[src/rtl/mem_wb_pkg.sv]
// Shared defines for the MEM/WB stage: enables, bus widths, stall vector.
// Imported by the pipeline register and the LLbit register.
package mem_wb_pkg;

    localparam logic RstEnable    = 1'b1;
    localparam logic WriteEnable  = 1'b1;
    localparam logic WriteDisable = 1'b0;
    localparam logic Stop         = 1'b1;
    localparam logic NoStop       = 1'b0;

    localparam int REG_ADDR_W = 5;
    localparam int REG_DATA_W = 32;
    localparam int STALL_W    = 6;

    localparam int STALL_MEM = 4;
    localparam int STALL_WB  = 5;

    typedef logic [REG_ADDR_W-1:0] RegAddrBus;
    typedef logic [REG_DATA_W-1:0] RegBus;

    localparam RegBus ZeroWord = '0;

endpackage

[src/rtl/mem_wb_llbit_reg.sv]
// LLbit register for ll/sc plus the forwarding mux toward the MEM stage.
// A pending write is bypassed to llbit_o until it commits.
module llbit_reg
    import mem_wb_pkg::*;
(
    input  logic clk,
    input  logic rst,
    input  logic flush,
    input  logic commit_en,
    input  logic pend_we,
    input  logic pend_value,
    output logic llbit_o
);

    logic llbit_q;
    logic llbit_d;

    always_comb begin
        llbit_d = llbit_q;
        if (flush) begin
            llbit_d = 1'b0;
        end else if (commit_en && pend_we == WriteEnable) begin
            llbit_d = pend_value;
        end
    end

    always_ff @(posedge clk) begin
        if (rst == RstEnable) begin
            llbit_q <= 1'b0;
        end else begin
            llbit_q <= llbit_d;
        end
    end

    always_comb begin
        llbit_o = llbit_q;
        if (flush) begin
            llbit_o = 1'b0;
        end else if (pend_we == WriteEnable) begin
            llbit_o = pend_value;
        end
    end

endmodule

[src/rtl/mem_wb.sv]
// MEM/WB pipeline register: drives regfile and HI/LO write ports,
// carries the pending LLbit request and owns the LLbit register.
module mem_wb
    import mem_wb_pkg::*;
#(
    parameter int DATA_W = 32,
    parameter int ADDR_W = 5
) (
    input  logic               clk,
    input  logic               rst,
    input  logic [STALL_W-1:0] stall,
    input  logic               flush,
    input  logic [ADDR_W-1:0]  mem_waddr,
    input  logic               mem_we,
    input  logic [DATA_W-1:0]  mem_wdata,
    input  logic [DATA_W-1:0]  mem_hi,
    input  logic [DATA_W-1:0]  mem_lo,
    input  logic               mem_whilo,
    input  logic               mem_llbit_we,
    input  logic               mem_llbit_value,
    output logic [ADDR_W-1:0]  wb_waddr,
    output logic               wb_we,
    output logic [DATA_W-1:0]  wb_wdata,
    output logic [DATA_W-1:0]  wb_hi,
    output logic [DATA_W-1:0]  wb_lo,
    output logic               wb_whilo,
    output logic               llbit_o
);

    logic [ADDR_W-1:0] waddr_q, waddr_d;
    logic              we_q, we_d;
    logic [DATA_W-1:0] wdata_q, wdata_d;
    logic [DATA_W-1:0] hi_q, hi_d;
    logic [DATA_W-1:0] lo_q, lo_d;
    logic              whilo_q, whilo_d;
    logic              llbit_we_q, llbit_we_d;
    logic              llbit_value_q, llbit_value_d;

    logic bubble;
    logic capture;

    assign bubble  = stall[STALL_MEM] == Stop && stall[STALL_WB] == NoStop;
    assign capture = stall[STALL_MEM] == NoStop;

    always_comb begin
        waddr_d       = waddr_q;
        we_d          = we_q;
        wdata_d       = wdata_q;
        hi_d          = hi_q;
        lo_d          = lo_q;
        whilo_d       = whilo_q;
        llbit_we_d    = llbit_we_q;
        llbit_value_d = llbit_value_q;
        if (flush || bubble) begin
            waddr_d       = '0;
            we_d          = WriteDisable;
            wdata_d       = '0;
            hi_d          = '0;
            lo_d          = '0;
            whilo_d       = WriteDisable;
            llbit_we_d    = WriteDisable;
            llbit_value_d = 1'b0;
        end else if (capture) begin
            waddr_d       = mem_waddr;
            we_d          = mem_we;
            wdata_d       = mem_wdata;
            hi_d          = mem_hi;
            lo_d          = mem_lo;
            whilo_d       = mem_whilo;
            llbit_we_d    = mem_llbit_we;
            llbit_value_d = mem_llbit_value;
        end
    end

    always_ff @(posedge clk) begin
        if (rst == RstEnable) begin
            waddr_q       <= '0;
            we_q          <= WriteDisable;
            wdata_q       <= '0;
            hi_q          <= '0;
            lo_q          <= '0;
            whilo_q       <= WriteDisable;
            llbit_we_q    <= WriteDisable;
            llbit_value_q <= 1'b0;
        end else begin
            waddr_q       <= waddr_d;
            we_q          <= we_d;
            wdata_q       <= wdata_d;
            hi_q          <= hi_d;
            lo_q          <= lo_d;
            whilo_q       <= whilo_d;
            llbit_we_q    <= llbit_we_d;
            llbit_value_q <= llbit_value_d;
        end
    end

    assign wb_waddr = waddr_q;
    assign wb_we    = we_q;
    assign wb_wdata = wdata_q;
    assign wb_hi    = hi_q;
    assign wb_lo    = lo_q;
    assign wb_whilo = whilo_q;

    // A held WB stage keeps its LLbit write pending instead of committing it.
    llbit_reg u_llbit (
        .clk        (clk),
        .rst        (rst),
        .flush      (flush),
        .commit_en  (stall[STALL_WB] == NoStop),
        .pend_we    (llbit_we_q),
        .pend_value (llbit_value_q),
        .llbit_o    (llbit_o)
    );

endmodule

[config.mk]
export PLATFORM = sky130hd
export DESIGN_NAME = mem_wb
export DESIGN_NICKNAME = d
export VERILOG_FILES = /design/src/rtl/mem_wb_pkg.sv /design/src/rtl/mem_wb_llbit_reg.sv /design/src/rtl/mem_wb.sv
export SDC_FILE = /design/constraint.sdc
export NUM_CORES = 1
export LEC_CHECK = 0
export BUFFER_PORTS_ARGS = -buffer_cell sky130_fd_sc_hd__buf_2
export CAP_MARGIN = 10
export CORE_ASPECT_RATIO = 0.7
export CORE_MARGIN = 2
export CORE_UTILIZATION = 53
export CTS_BUF_LIST = sky130_fd_sc_hd__clkbuf_4
export CTS_CLUSTER_DIAMETER = 40
export CTS_CLUSTER_SIZE = 20
export DETAILED_ROUTE_END_ITERATION = 10
export GPL_TIMING_DRIVEN = 1
export PLACE_DENSITY = 0.87
export SKIP_LAST_GASP = 1
export SYNTH_ARGS = -nofsm -noshare
export SYNTH_HDL_FRONTEND = slang
export SYNTH_HIERARCHICAL = 1
export SYNTH_SLANG_ARGS = --single-unit
[constraint.sdc]
create_clock -name clk -period 3.9 [get_ports clk]
set_clock_uncertainty 0.1 [all_clocks]
set_input_delay 0.78 -clock clk [delete_from_list [all_inputs] [get_ports clk]]
set_output_delay 0.78 -clock clk [all_outputs]
set_load 0.03 [all_outputs]
[After elaboration in Yosys (flattened, before gate mapping)]
Cells that the tools add are included.
W data, S select, Z words.
Cells by class
  multiplexer cells: 2
  reductions and logical operators: 5
  bitwise operators: 1
Operators with widths (count)
  $reduce_or A2 Y1: 2
  $logic_and A1 B1 Y1: 2
  $mux W1: 2
  $logic_or A1 B1 Y1: 1
  $not A1 Y1: 1
Word-level totals
  word-level logic and storage cells: 17
  input bits: 114
  output and inout port bits: 104
  register bits after elaboration: 106

[Depth between registers and ports, before layout]
  word-level depth: 4
  gate-level depth with buffers: 6
  gate-level depth less buffers: 3

[Hierarchy]
The synthesis kept the hierarchy.
Modules (own cells, without submodules)
  mem_wb: area an instance 5167.5 µm², cells each 469, instances 1
  llbit_reg: area an instance 61.3 µm², cells each 6, instances 1

[Worst setup path before layout]
OpenSTA, ideal clock, no wires.
  path kind: input to output
  start point: in flush
  end point: out llbit_o
  stages: 1
  buffers on the path: 0
  arrival time: 1193 ps
  path slack: 1827 ps
  cells stage by stage: nor2_1
Between the ends
  longest elaborated chain between the ends: 1
RTL lines
  start: declaration: line mem_wb.sv:12  | input logic flush,
  $mux W1: line mem_wb_llbit_reg.sv:37  | if (flush) begin
  end: declaration: line mem_wb.sv:27  | output logic llbit_o
No other way between the ends.

[Worst setup path in the final report]
  start point: reg llbit_we_q
  end point: out llbit_o
Between the ends
  longest elaborated chain between the ends: 2
RTL lines
  start: declaration: line mem_wb.sv:36  | logic llbit_we_q, llbit_we_d;
  start signal: assignment: line mem_wb.sv:83  | llbit_we_q <= WriteDisable;
  start signal: assignment: line mem_wb.sv:92  | llbit_we_q <= llbit_we_d;
  $mux W1: line mem_wb_llbit_reg.sv:39  | end else if (pend_we == WriteEnable) begin
  $mux W1: line mem_wb_llbit_reg.sv:37
No other way between the ends.

==> impl_metrics.tcl <==
set metrics [dict create \
    tritoncts "built" \
    synthDistinctLibCells 18 \
    via_count_of_the_first_global_routing_pass 3848 \
    initial_antenna_violation_count 0 \
    io_pins 218 \
    router_iterations_before_antenna_repair 6 \
    comb_power_share 0.169 \
    slew_headroom 0.4095 \
    grt_overflow_total 0 \
    die_width_um 122.7 \
    layout.core_utilization 0.6414 \
    finalSetupTns_ns 0 \
    first_pass_grt_wire_length_um 18010 \
    detailroute.via_count 4010 \
    min_path_type "reg2reg" \
    route.detailed.wl_per_inst_um 14.62 \
    crit_path_max_fanout 4 \
    status "completed" \
    critical_path_required_ns 3.02 \
    drc 0 \
    antenna_left 0 \
    gr-usage-all-layers 0.2125 \
    timing.final.crit_period_ns 2.179 \
    via_per_inst 5.070 \
    maxClockFrequency_mhz 458.9 \
    critPathLaunchType "flip-flop" \
    drt_iter0_markers 189 \
    cts.sinks 106 \
    count_of_input_and_output_buffers 213 \
    placement_rows 30 \
    num_cts_buffers 9 \
    fp.coreArea_um2 9647 \
    cts_root_buffer "sky130_fd_sc_hd__clkbuf_4" \
    place_congestion 0.7584 \
    final-max-slew-violation-count 0 \
    synth.yosys.warnings 6 \
    grt_start_max_net_pins 94 \
    timing.setup.critical_path_class "reg2out" \
    die-height_um 87.10 \
    cts_max_path_buffers 2 \
    cap_violations 0 \
    rsz_0062_raised_after_global_routing "no" \
    clk-insertion-delay-late_ns 0.45 \
    yosysTopAreaCellShare 0.4058 \
    net-switching-power_mw 0.5865 \
    n_fill_cell 788 \
    worst_pin_slew_ns 0.8858 \
    syn_inst 475 \
    peakVddDrop_mv 0.1715 \
    detail_route.wirelength_um 11570 \
    dp_hpwl_um 8066 \
    power_frac_clock 0.256 \
    num_antenna_cells 0 \
    post_cts_resized 0 \
    postCtsSetupRepairBufs 0 \
    power.leakage_nw 2.387 \
    holdBufCountCts 0 \
    fp.dieArea_um2 10690 \
    synth.yosys.seq_area_share 0.4058 \
    p_int_mw 1.389 \
    number_of_levels_in_the_clock_h_tree 3 \
    worst_setup_path_end_kind "primary output" \
    layout.nets 772 \
    yosys.area.top_type "sky130_fd_sc_hd__dfxtp_1" \
    synth.cell_area_um2 5229 \
    clkTransAtPathRegs_ns 0.15 \
    switching_share 0.2969 \
    synth_seq_cells 106 \
    postSynthNetCount 589 \
    setup_viol_count_final 0 \
    synth_top_cells_by_area "sky130_fd_sc_hd__dfxtp_1, sky130_fd_sc_hd__nand3_2, sky130_fd_sc_hd__a21oi_2" \
    layout-drive-gt1-share 0.6576 \
    report.final.hold_viol_count 0 \
    critPathArrivalTime_ns 1.30 \
    finalCritPeriodShare 0.5587 \
    seqPwrFrac 0.575 \
    initial_core_util 0.5420 \
    area_growth_pct 18.33 \
    power.density_nw_per_um2 319.3 \
    postSynthAreaPerCell_um2 11.01 \
]
## through the flow
step           hold WS, ns  cell area (µm²)  cells  worst slack (ns)  power, mW
2_1_floorplan       0.3691             5229    475             1.827      1.418
3_3_place_gp        0.3506             6068    775             1.615      1.484
3_5_place_dp        0.3635             6068    775             1.575      1.495
4_1_cts             0.3536             6187    791             1.682      2.003
5_1_grt             0.3458             6187    791             1.625      2.073
6_report            0.3786             6187    791             1.721      1.975
## state kept, by name, summed over array words and instances (netlist names)
signal,flops
wb_whilo,1
u_llbit/llbit_q,1
llbit_value_q,1
wb_waddr,5
wb_wdata,32
wb_we,1
wb_hi,32
wb_lo,32
llbit_we_q,1
## power by group through the flow
| stage | logic [mW] | registers [mW] | clock network [mW] |
|---|---|---|---|
| after global routing | 0.360 | 1.14 | 0.573 |
| after detailed placement | 0.335 | 1.16 | 0 |
| after global placement | 0.327 | 1.16 | 0 |
| final | 0.334 | 1.14 | 0.505 |
| after CTS | 0.337 | 1.14 | 0.530 |
| after floorplan | 0.198 | 1.22 | 0 |
## layout make-up
type | count | area (µm²) | share of cell area
repair buffers | 219 | 1149 | 0.1856
clock buffers | 12 | 90.09 | 0.01456
clock inverters | 4 | 28.78 | 0.004651
well taps | 128 | 160.2 | 0.02588
multi-input cells | 321 | 2634 | 0.4257
inverters | 1 | 3.754 | 0.0006067
flip-flops and latches | 106 | 2122 | 0.3430
## cell usage in the layout (no fill, tap or decap), drive strengths merged
master	synthesis	layout
a211oi	1	1
a21bo	1	1
a21oi	105	105
buf	38	219
clkbuf	9	12
clkinv	0	3
clkinvlp	0	1
dfxtp	106	106
inv	1	1
mux2i	1	1
nand2b	105	105
nand3	106	106
nor2	1	1
or2	1	1
## cell usage after synthesis
master / count
sky130_fd_sc_hd__nor2_1: 1
sky130_fd_sc_hd__nand3_1: 6
sky130_fd_sc_hd__buf_6: 8
sky130_fd_sc_hd__a211oi_2: 1
sky130_fd_sc_hd__a21oi_2: 100
sky130_fd_sc_hd__buf_12: 12
sky130_fd_sc_hd__buf_2: 14
sky130_fd_sc_hd__a21oi_1: 5
sky130_fd_sc_hd__mux2i_1: 1
sky130_fd_sc_hd__nand3_2: 100
sky130_fd_sc_hd__a21bo_1: 1
sky130_fd_sc_hd__buf_8: 1
sky130_fd_sc_hd__clkbuf_1: 9
sky130_fd_sc_hd__dfxtp_1: 106
sky130_fd_sc_hd__nand2b_1: 105
sky130_fd_sc_hd__buf_4: 3
sky130_fd_sc_hd__inv_1: 1
sky130_fd_sc_hd__or2_1: 1
## cell families after synthesis
logic type / synth area share
flops: 0.4058
mux: 0.001914
simple gates: 0.3247
buf+inv: 0.09093
compound gates: 0.1766
## critical path: stages (launching register included)
cell	delay [ns]
sky130_fd_sc_hd__dfxtp_1	0.41
sky130_fd_sc_hd__mux2i_1	0.21
sky130_fd_sc_hd__nor2_1	0.05
sky130_fd_sc_hd__buf_2	0.18
## worst paths after layout
path	startpoint	end	slack, ns	cells past startpoint
worst min register to register	wb_waddr[0]$_SDFFE_PP0N_	wb_waddr[0]$_SDFFE_PP0N_	0.38	2
worst max-delay path	llbit_we_q$_SDFFE_PP0N_	llbit_o	1.72	3
worst min-delay path	wb_waddr[0]$_SDFFE_PP0N_	wb_waddr[0]$_SDFFE_PP0N_	0.38	2
worst max register to register	u_llbit/llbit_q$_SDFFE_PP0P_	u_llbit/llbit_q$_SDFFE_PP0P_	2.97	2
## routing by layer
metal	part of all wire	vias to the layer above	global-route usage	wire [µm]
li1	-	1971	-	-
met1	0.42	1885	0.2434	4817
met2	0.48	135	0.3601	5580
met3	0.087	19	0.08770	1002
met4	0.014	0	0.07210	165
met5	0	-	0	0
Note: power is estimated with default switching activity, not from simulation.
